<file path="src/rtl/regfile_port_ctrl_if.sv">
`default_nettype none
// ============================================================================
//  Module      : regfile_port_ctrl_if
//  Description : Debug requester handshake bundle for regfile_port_ctrl.
//                The requester (master) raises req with wr/addr/wdata held
//                alongside. The controller (slave) answers with a one-cycle
//                ack, and rdata is valid while ack is high.
//  Signals     : req   - access request (level)
//                wr    - 1 = write, 0 = read (sampled with req)
//                addr  - register index
//                wdata - write data
//                ack   - one-cycle completion pulse
//                rdata - read result, valid with ack
//  Revision    : 1.0 - initial release
// ============================================================================
interface regfile_port_ctrl_if;
  logic        req;
  logic        wr;
  logic [4:0]  addr;
  logic [31:0] wdata;
  logic        ack;
  logic [31:0] rdata;

  modport master (output req, wr, addr, wdata, input ack, rdata);
  modport slave  (input req, wr, addr, wdata, output ack, rdata);
endinterface
`default_nettype wire

</file>
<file path="src/rtl/regfile_port_ctrl.sv">
`default_nettype none
// ============================================================================
//  Module      : regfile_port_ctrl
//  Description : Sequencer/arbiter for the register file write port (A3/WD3/
//                WE3) and read port 1 (A1/RD1). After reset it optionally
//                sweeps x1..x31 to RESET_VAL. It then passes pipeline
//                writebacks through and serves a debug requester, stalling
//                the pipeline while the debug access owns the ports.
//  Build macro : RF_CLEAR_ON_RESET_EN - enables the post-reset clear sweep
//                (INIT state). Without it the block resets straight into IDLE
//                and init_done is constantly high.
//  Ports       : clk, rst_n          - clock, async active-low reset
//                wb_we/wb_addr/wb_data - pipeline writeback
//                pipe_a1            - pipeline read address, port 1
//                rf_rd1             - register file RD1 return
//                rf_we/rf_a3/rf_wd3 - register file write port
//                rf_a1              - register file read address, port 1
//                stall              - freezes the pipeline
//                init_done          - clear sweep complete
//                dbg                - debug req/ack handshake (slave side)
//  Revision    : 1.0 - initial release
// ============================================================================
module regfile_port_ctrl #(
  parameter logic [31:0] RESET_VAL = 32'h0
) (
  input  wire         clk,
  input  wire         rst_n,
  input  wire         wb_we,
  input  wire  [4:0]  wb_addr,
  input  wire  [31:0] wb_data,
  input  wire  [4:0]  pipe_a1,
  input  wire  [31:0] rf_rd1,
  output logic        rf_we,
  output logic [4:0]  rf_a3,
  output logic [31:0] rf_wd3,
  output logic [4:0]  rf_a1,
  output logic        stall,
  output logic        init_done,
  regfile_port_ctrl_if.slave dbg
);

  typedef enum logic [2:0] {
    S_INIT   = 3'd0,
    S_IDLE   = 3'd1,
    S_DRAIN  = 3'd2,
    S_ACCESS = 3'd3,
    S_ACK    = 3'd4
  } state_t;

`ifdef RF_CLEAR_ON_RESET_EN
  localparam state_t C_RST_STATE = S_INIT;
`else
  localparam state_t C_RST_STATE = S_IDLE;
`endif

  state_t      r_state;
  state_t      w_next_state;
  logic        r_dbg_ack;
  logic [31:0] r_dbg_rdata;
  logic        r_lat_wr;
  logic [4:0]  r_lat_addr;
  logic [31:0] r_lat_wdata;
  logic        w_wb_write;

  // x0 is hard-wired in the register file, so a write to it is never issued.
  assign w_wb_write = wb_we && (wb_addr != 5'd0);

  // --------------------------------------------------------------------------
  // Main state register, debug latches and debug response
  // --------------------------------------------------------------------------
  always_ff @(posedge clk or negedge rst_n) begin
    if (!rst_n) begin
      r_state     <= C_RST_STATE;
      r_dbg_ack   <= 1'b0;
      r_dbg_rdata <= 32'h0;
      r_lat_wr    <= 1'b0;
      r_lat_addr  <= 5'd0;
      r_lat_wdata <= 32'h0;
    end else begin
      r_state   <= w_next_state;
      // ACCESS is always followed by ACK, so the ack pulse is simply the
      // registered "was in ACCESS" flag.
      r_dbg_ack <= (r_state == S_ACCESS);
      // RD1 is sampled at the edge closing ACCESS; a pipeline write landed in
      // DRAIN is therefore visible to the debug read.
      if (r_state == S_ACCESS) begin
        r_dbg_rdata <= rf_rd1;
      end
      if ((r_state == S_IDLE) && dbg.req) begin
        r_lat_wr    <= dbg.wr;
        r_lat_addr  <= dbg.addr;
        r_lat_wdata <= dbg.wdata;
      end
    end
  end

`ifdef RF_CLEAR_ON_RESET_EN
  logic [4:0] r_cnt;
  logic       r_init_done;

  always_ff @(posedge clk or negedge rst_n) begin
    if (!rst_n) begin
      r_cnt       <= 5'd1;
      r_init_done <= 1'b0;
    end else if (r_state == S_INIT) begin
      r_cnt <= r_cnt + 5'd1;
      if (r_cnt == 5'd31) begin
        r_init_done <= 1'b1;
      end
    end
  end

  assign init_done = r_init_done;
`else
  assign init_done = 1'b1;
`endif

  // --------------------------------------------------------------------------
  // Next state and port steering
  // --------------------------------------------------------------------------
  always_comb begin
    w_next_state = r_state;
    rf_we        = 1'b0;
    rf_a3        = wb_addr;
    rf_wd3       = wb_data;
    rf_a1        = pipe_a1;
    stall        = 1'b1;

    case (r_state)
`ifdef RF_CLEAR_ON_RESET_EN
      S_INIT: begin
        rf_we  = 1'b1;
        rf_a3  = r_cnt;
        rf_wd3 = RESET_VAL;
        if (r_cnt == 5'd31) begin
          w_next_state = S_IDLE;
        end
      end
`endif
      S_IDLE: begin
        stall = 1'b0;
        rf_we = w_wb_write;
        if (dbg.req) begin
          w_next_state = S_DRAIN;
        end
      end
      S_DRAIN: begin
        // The instruction already in writeback is allowed to retire.
        rf_we        = w_wb_write;
        w_next_state = S_ACCESS;
      end
      S_ACCESS: begin
        // Debug owns both ports; any pipeline writeback here is dropped.
        rf_a1        = r_lat_addr;
        rf_a3        = r_lat_addr;
        rf_wd3       = r_lat_wdata;
        rf_we        = r_lat_wr && (r_lat_addr != 5'd0);
        w_next_state = S_ACK;
      end
      S_ACK: begin
        w_next_state = S_IDLE;
      end
      default: begin
        // Unused encodings: issue no write, park the data bus on the reset
        // value and recover to IDLE.
        rf_wd3       = RESET_VAL;
        w_next_state = S_IDLE;
      end
    endcase
  end

  assign dbg.ack   = r_dbg_ack;
  assign dbg.rdata = r_dbg_rdata;

endmodule
`default_nettype wire

</file>
<file path="src/flat_wrapper.sv">
// flat-port wrapper written by rule: the top's interface ports become plain ports
module regfile_port_ctrl_flat 
#(
  parameter logic [31:0] RESET_VAL = 32'h0
)
  (clk, rst_n, wb_we, wb_addr, wb_data, pipe_a1, rf_rd1, rf_we, rf_a3, rf_wd3, rf_a1, stall, init_done, dbg_req, dbg_wr, dbg_addr, dbg_wdata, dbg_ack, dbg_rdata);
  regfile_port_ctrl_if dbg_i ();
  input  wire clk;
  input  wire rst_n;
  input  wire wb_we;
  input  wire  [4:0] wb_addr;
  input  wire  [31:0] wb_data;
  input  wire  [4:0] pipe_a1;
  input  wire  [31:0] rf_rd1;
  output logic rf_we;
  output logic [4:0] rf_a3;
  output logic [31:0] rf_wd3;
  output logic [4:0] rf_a1;
  output logic stall;
  output logic init_done;
  input wire logic [$bits(dbg_i.req)-1:0] dbg_req;
  input wire logic [$bits(dbg_i.wr)-1:0] dbg_wr;
  input wire logic [$bits(dbg_i.addr)-1:0] dbg_addr;
  input wire logic [$bits(dbg_i.wdata)-1:0] dbg_wdata;
  output wire logic [$bits(dbg_i.ack)-1:0] dbg_ack;
  output wire logic [$bits(dbg_i.rdata)-1:0] dbg_rdata;
  assign dbg_i.req = dbg_req;
  assign dbg_i.wr = dbg_wr;
  assign dbg_i.addr = dbg_addr;
  assign dbg_i.wdata = dbg_wdata;
  assign dbg_ack = dbg_i.ack;
  assign dbg_rdata = dbg_i.rdata;
  regfile_port_ctrl #(.RESET_VAL(RESET_VAL)) u_core (.clk(clk), .rst_n(rst_n), .wb_we(wb_we), .wb_addr(wb_addr), .wb_data(wb_data), .pipe_a1(pipe_a1), .rf_rd1(rf_rd1), .rf_we(rf_we), .rf_a3(rf_a3), .rf_wd3(rf_wd3), .rf_a1(rf_a1), .stall(stall), .init_done(init_done), .dbg(dbg_i));
endmodule
</file>
<file path="config.mk">
export PLATFORM = sky130hd
export DESIGN_NAME = regfile_port_ctrl_flat
export DESIGN_NICKNAME = d
export VERILOG_FILES = /design/src/rtl/regfile_port_ctrl_if.sv /design/src/rtl/regfile_port_ctrl.sv /design/src/flat_wrapper.sv
export SDC_FILE = /design/constraint.sdc
export NUM_CORES = 1
export LEC_CHECK = 0
export CAP_MARGIN = 20
export CORE_MARGIN = 5
export CORE_UTILIZATION = 37
export DETAILED_ROUTE_END_ITERATION = 7
export GPL_ROUTABILITY_DRIVEN = 0
export PLACE_DENSITY_LB_ADDON = 0.12
export REMOVE_ABC_BUFFERS = 1
export SYNTH_ARGS = -nofsm -noshare
export SYNTH_HDL_FRONTEND = slang
export SYNTH_SLANG_ARGS = --single-unit
export TNS_END_PERCENT = 50
</file>
<file path="constraint.sdc">
create_clock -name clk -period 1.6 [get_ports clk]
set_input_delay 0.32 -clock clk [delete_from_list [all_inputs] [get_ports clk]]
set_output_delay 0.32 -clock clk [all_outputs]
set_load 0.05 [all_outputs]
</file>
# Word-level counts from Yosys, hierarchy flattened
# Cells that the tools add are included.
# op_classes
eq_ne	5
n_mux	7
n_reduce_logical	7
# ops
op	count
one-hot mux 32 bit (2 select lines)	1
two-way mux 5 bit	2
nonzero test 5 bit	2
one-hot mux 3 bit (3 select lines)	1
== test 3 x 2 -> 1 bit, second input constant	2
== test 3 x 1 -> 1 bit, second input constant	1
== test 3 bit, second input constant	1
logical AND 1 bit	3
two-way mux 3 bit	1
OR reduction 3 bit	1
inequality test 2 bit, second input constant	1
one-hot mux 1 bit (2 select lines)	1
OR reduction 2 bit	1
two-way mux 1 bit	1
# word_totals
ff_bits	74
in_bits	116
out_inout_bits	78
word_cells	25

# Depth between registers and ports, before layout
# logic_depth
depth_word	3
depth_mapped	5
ltp_nobuf	3

# Worst setup path after synthesis
# OpenSTA, ideal clock, no wires.
# synth_path
path_type	reg-to-output
from	register u_core.r_state[0]
to	output port rf_wd3[0]
arrival_time_ps	2191
setup_slack_ps	-911
path_stages_with_launch	5
n_path_buf	2
path_cell_list	dfstp_2 > buf_2 > buf_2 > mux2i_1 > o21ai_0
# synth_between
elab_chain_len	3
elab_cells_between_ends	6
# synth_rtl
item	line	text
from (decl)	regfile_port_ctrl.sv:56	state_t r_state;
from (signal assigned)	regfile_port_ctrl.sv:80	r_state <= w_next_state;
== test 3 bit (tied with other cells)	regfile_port_ctrl.sv:129	case (r_state)
OR reduction 3 bit (no source line)	-	
one-hot mux 32 bit (2 select lines) (*)	regfile_port_ctrl.sv:129	
to (decl)	flat_wrapper.sv:17	output logic [31:0] rf_wd3;
# Mark *: on every way between the ends. The rest lies on a longest branch, timed or not.

# Final worst setup path
# layout_path
from	register u_core.r_state[0]
to	output port rf_a1[4]
# layout_between
elab_chain_len	2
# layout_rtl
item	line	text
== test 3 x 2 -> 1 bit	regfile_port_ctrl.sv:129	
two-way mux 5 bit	regfile_port_ctrl.sv:129	
to (decl)	flat_wrapper.sv:18	output logic [4:0] rf_a1;
# No other way between the ends.

==> flow_metrics.tcl <==
set metrics [dict create \
    status "finished with violations" \
    violations "setup timing" \
    synth_ff_type "dfrtp_1" \
    chipHeight_um 114 \
    start_util_pct 38.2 \
    num_vias 3495 \
    timing.critical_path.max_delay_family "flip-flops" \
    fmax_mhz 467 \
    routedWlPerCell_um 19.3 \
    drc 0 \
    total_leakage_power_nw 3.22 \
    worstPathArrival_ns 1.82 \
    area_growth_pct 86.7 \
    peakVddDrop_uv 1430 \
    cts.sinks 74 \
    vias_per_cell 5.03 \
    grt_usage_pct 19.5 \
    drive_above_1_share_pct 51.3 \
    synth_cells 328 \
    grt_first_pass_wirelength_mm 19.9 \
    drt-total-wl_mm 13.4 \
    cp_max_fo 14 \
    seq_area_frac_synth_pct 46.6 \
    avgSynthCellArea_sq_um 12.1 \
    postRouteAntennaNets 0 \
    rsz0062_at_grt "true" \
    clockBufferDepth 2 \
    grt_pass1_vias 3851 \
    critPathLaunchType "flop" \
    synth.most_common_cell "dfrtp_1" \
    drt-pass1-iter-count 4 \
    yosys_warnings 0 \
    numCtsBuffers 9 \
    slew_violations 0 \
    min_period_ns 2.14 \
    crit_path_top_delay_cell "dfstp_2" \
    hp-class "reg2reg" \
    first_iter_violations 124 \
    core_area_sq_um 10400 \
    cp_num_buf_inv 2 \
    setup_slack_ns -0.543 \
    cts_root_buf "clkbuf_8" \
    dieArea_sq_um 12900 \
    place_hpwl_mm 8.96 \
    cts_tree "built" \
    grt_max_degree 75 \
    ys_top_cells_by_count "dfrtp_1, o21ai_0, mux2_2" \
    die_w_um 114 \
    ys_types 24 \
    share_comb_of_total_power_pct 74.2 \
    yosysTopAreaCellShare_pct 45.9 \
    maxCapViolCount 0 \
    power.internal_mw 10.2 \
    synthTopCellsByArea "dfrtp_1, mux2_2, mux2i_1, mux2_4, o21ai_0" \
    p_per_area_nw_per_um2 2550 \
    swShare_pct 46.0 \
    ios 194 \
    power_frac_seq_pct 18.1 \
    fin_setup_tns_ns -35.87 \
    synth_top_area_cell "dfrtp_1" \
    place_area_sq_um 6530 \
    clkPwrFrac_pct 7.6 \
    antenna_found_initial 0 \
    fin_crit_sh_pct 134 \
    p_sw_mw 8.71 \
    cp_cell_sequence "and3b_2 -> buf_12 -> mux2_2 -> buf_6" \
    synth-edff-count 0 \
    hold_violations 0 \
    clk-insertion-delay-late_ns 0.35 \
    finalSetupViolations 111 \
    critPathKind "reg2out" \
    io_buffer_count 192 \
    required_ns 1.28 \
    crit_path_end_kind "output port" \
    async_flop_share_pct 100 \
    finClkSkew_ns 0.0117 \
    n_antenna_cell 0 \
    critical-path-max-stage-delay_ns 0.59 \
    nets 670 \
    row_count 37 \
    syn_area_sq_um 3980 \
    power.total_mw 18.9 \
    final_cell_area_sq_um 7420 \
    grt_overflow 0 \
    synth-seq-cells 74 \
    htreeDepth 3 \
    clk_pin_slew_ns 0.08 \
]
-- power groups by stage --
stage,clock network (mW),logic (mW),registers [mW]
2_1_floorplan,0,5.07,5.03
3_3_place_gp,0,11.9,3.37
3_5_place_dp,0,12.0,3.41
4_1_cts,1.49,12.8,3.41
5_1_grt,1.59,14.6,3.56
6_report,1.45,14.0,3.43
-- layer usage --
layer | vias to the layer above | track usage (%) | share of wire (%) | wire, um
met5 | - | 0 | 0 | 0
met4 | 0 | 5.61 | 1.4 | 187
met3 | 16 | 8.49 | 11 | 1450
met2 | 149 | 31.8 | 48 | 6450
met1 | 1704 | 23.4 | 40 | 5330
li1 | 1626 | - | - | -
-- timing repair --
action | CTS | global route
setup buffers | 5 | 5
gates cloned | 1 | 4
gates resized for setup | 98 | 80
hold buffers | 1 | 0
endpoints found under the setup margin | 110 | 111
pin swaps | 1 | 11
hold endpoints to repair | 31 | 0
-- kinds of logic (layout without fill, tap and decap cells) --
kind of cell              count (synthesis)  in the layout  share of synthesized area (%)
xor gates and xnor gates                  1              1                          0.220
buffers and inverters                    27            258                           4.25
and+or+nand+nor                          45             45                           7.61
other                                     1              1                         0.0943
muxes                                   112            112                           32.6
AOI/OAI and AO/OA                        68             68                           8.62
DFF                                      74             74                           46.6
-- state kept, by name, indices dropped and copies added, names as in the netlist --
name	count
u_core.dbg.rdata	32
u_core.r_state	3
u_core.r_lat_addr	5
u_core.dbg.ack	1
u_core.r_lat_wdata	32
u_core.r_lat_wr	1
-- cell usage in the layout, fill, tap and decap left out, types with 2 or more instances in the layout --
master           count
o21ai_4             12
o21ai_2             44
clkinvlp_4           2
mux2i_1             26
o21ai_1              8
buf_6               13
nor2b_1             32
clkbuf_16            8
buf_12              42
mux2_2              40
mux2i_2              6
buf_4               62
o21ai_0              2
nor2b_4              2
clkbuf_8             9
or4_1                2
clkdlybuf4s50_1    114
dfrtp_1             73
mux2_1               3
mux2_4              37
clkinv_4             2
nand2b_1             2
nand3b_1             2
-- stage by stage --
stage	util, %	cells	hold WS, ns	setup WS, ns
6_report	71.3	695	0.496	-0.543
5_1_grt	71.3	695	0.512	-0.617
4_1_cts	67.1	688	0.500	-0.575
3_5_place_dp	62.7	665	0.377	-0.491
3_3_place_gp	62.7	665	0.375	-0.451
2_1_floorplan	-	301	0.0244	-1.77
-- worst register-to-register path, cell delays in order, from the launching register on --
cell and delay, ns:
dfstp_2 0.59, nor2b_4 0.21, buf_12 0.15, and3b_4 0.28
buf_4 0.15, clkbuf_16 0.15, mux2_4 0.30
-- final timing paths --
check                                          start                     end  slack (ns)  cells after the start
worst min register to register  u_core.dbg.rdata[22]    u_core.dbg.rdata[22]        0.50                      1
worst max-delay path               u_core.r_state[0]                rf_a1[4]       -0.54                      4
min in group asynchronous                      rst_n  u_core.r_lat_wdata[22]        0.52                      3
worst max register to register     u_core.r_state[0]   u_core.r_lat_wdata[3]       -0.34                      6
worst min-delay path            u_core.dbg.rdata[22]    u_core.dbg.rdata[22]        0.50                      1
max in group asynchronous                      rst_n   u_core.r_lat_wdata[5]        0.73                      3
-- layout make-up --
class                           instances  area (sq um)
Clock buffer                           10           128
Multi-Input combinational cell        227          2360
Fill cell                             750          2990
Tap cell                              136           170
Timing Repair Buffer                  242          2850
Sequential cell                        74          1850
Clock inverter                          6          67.6
No activity file was read; power rests on OpenSTA's default activity.
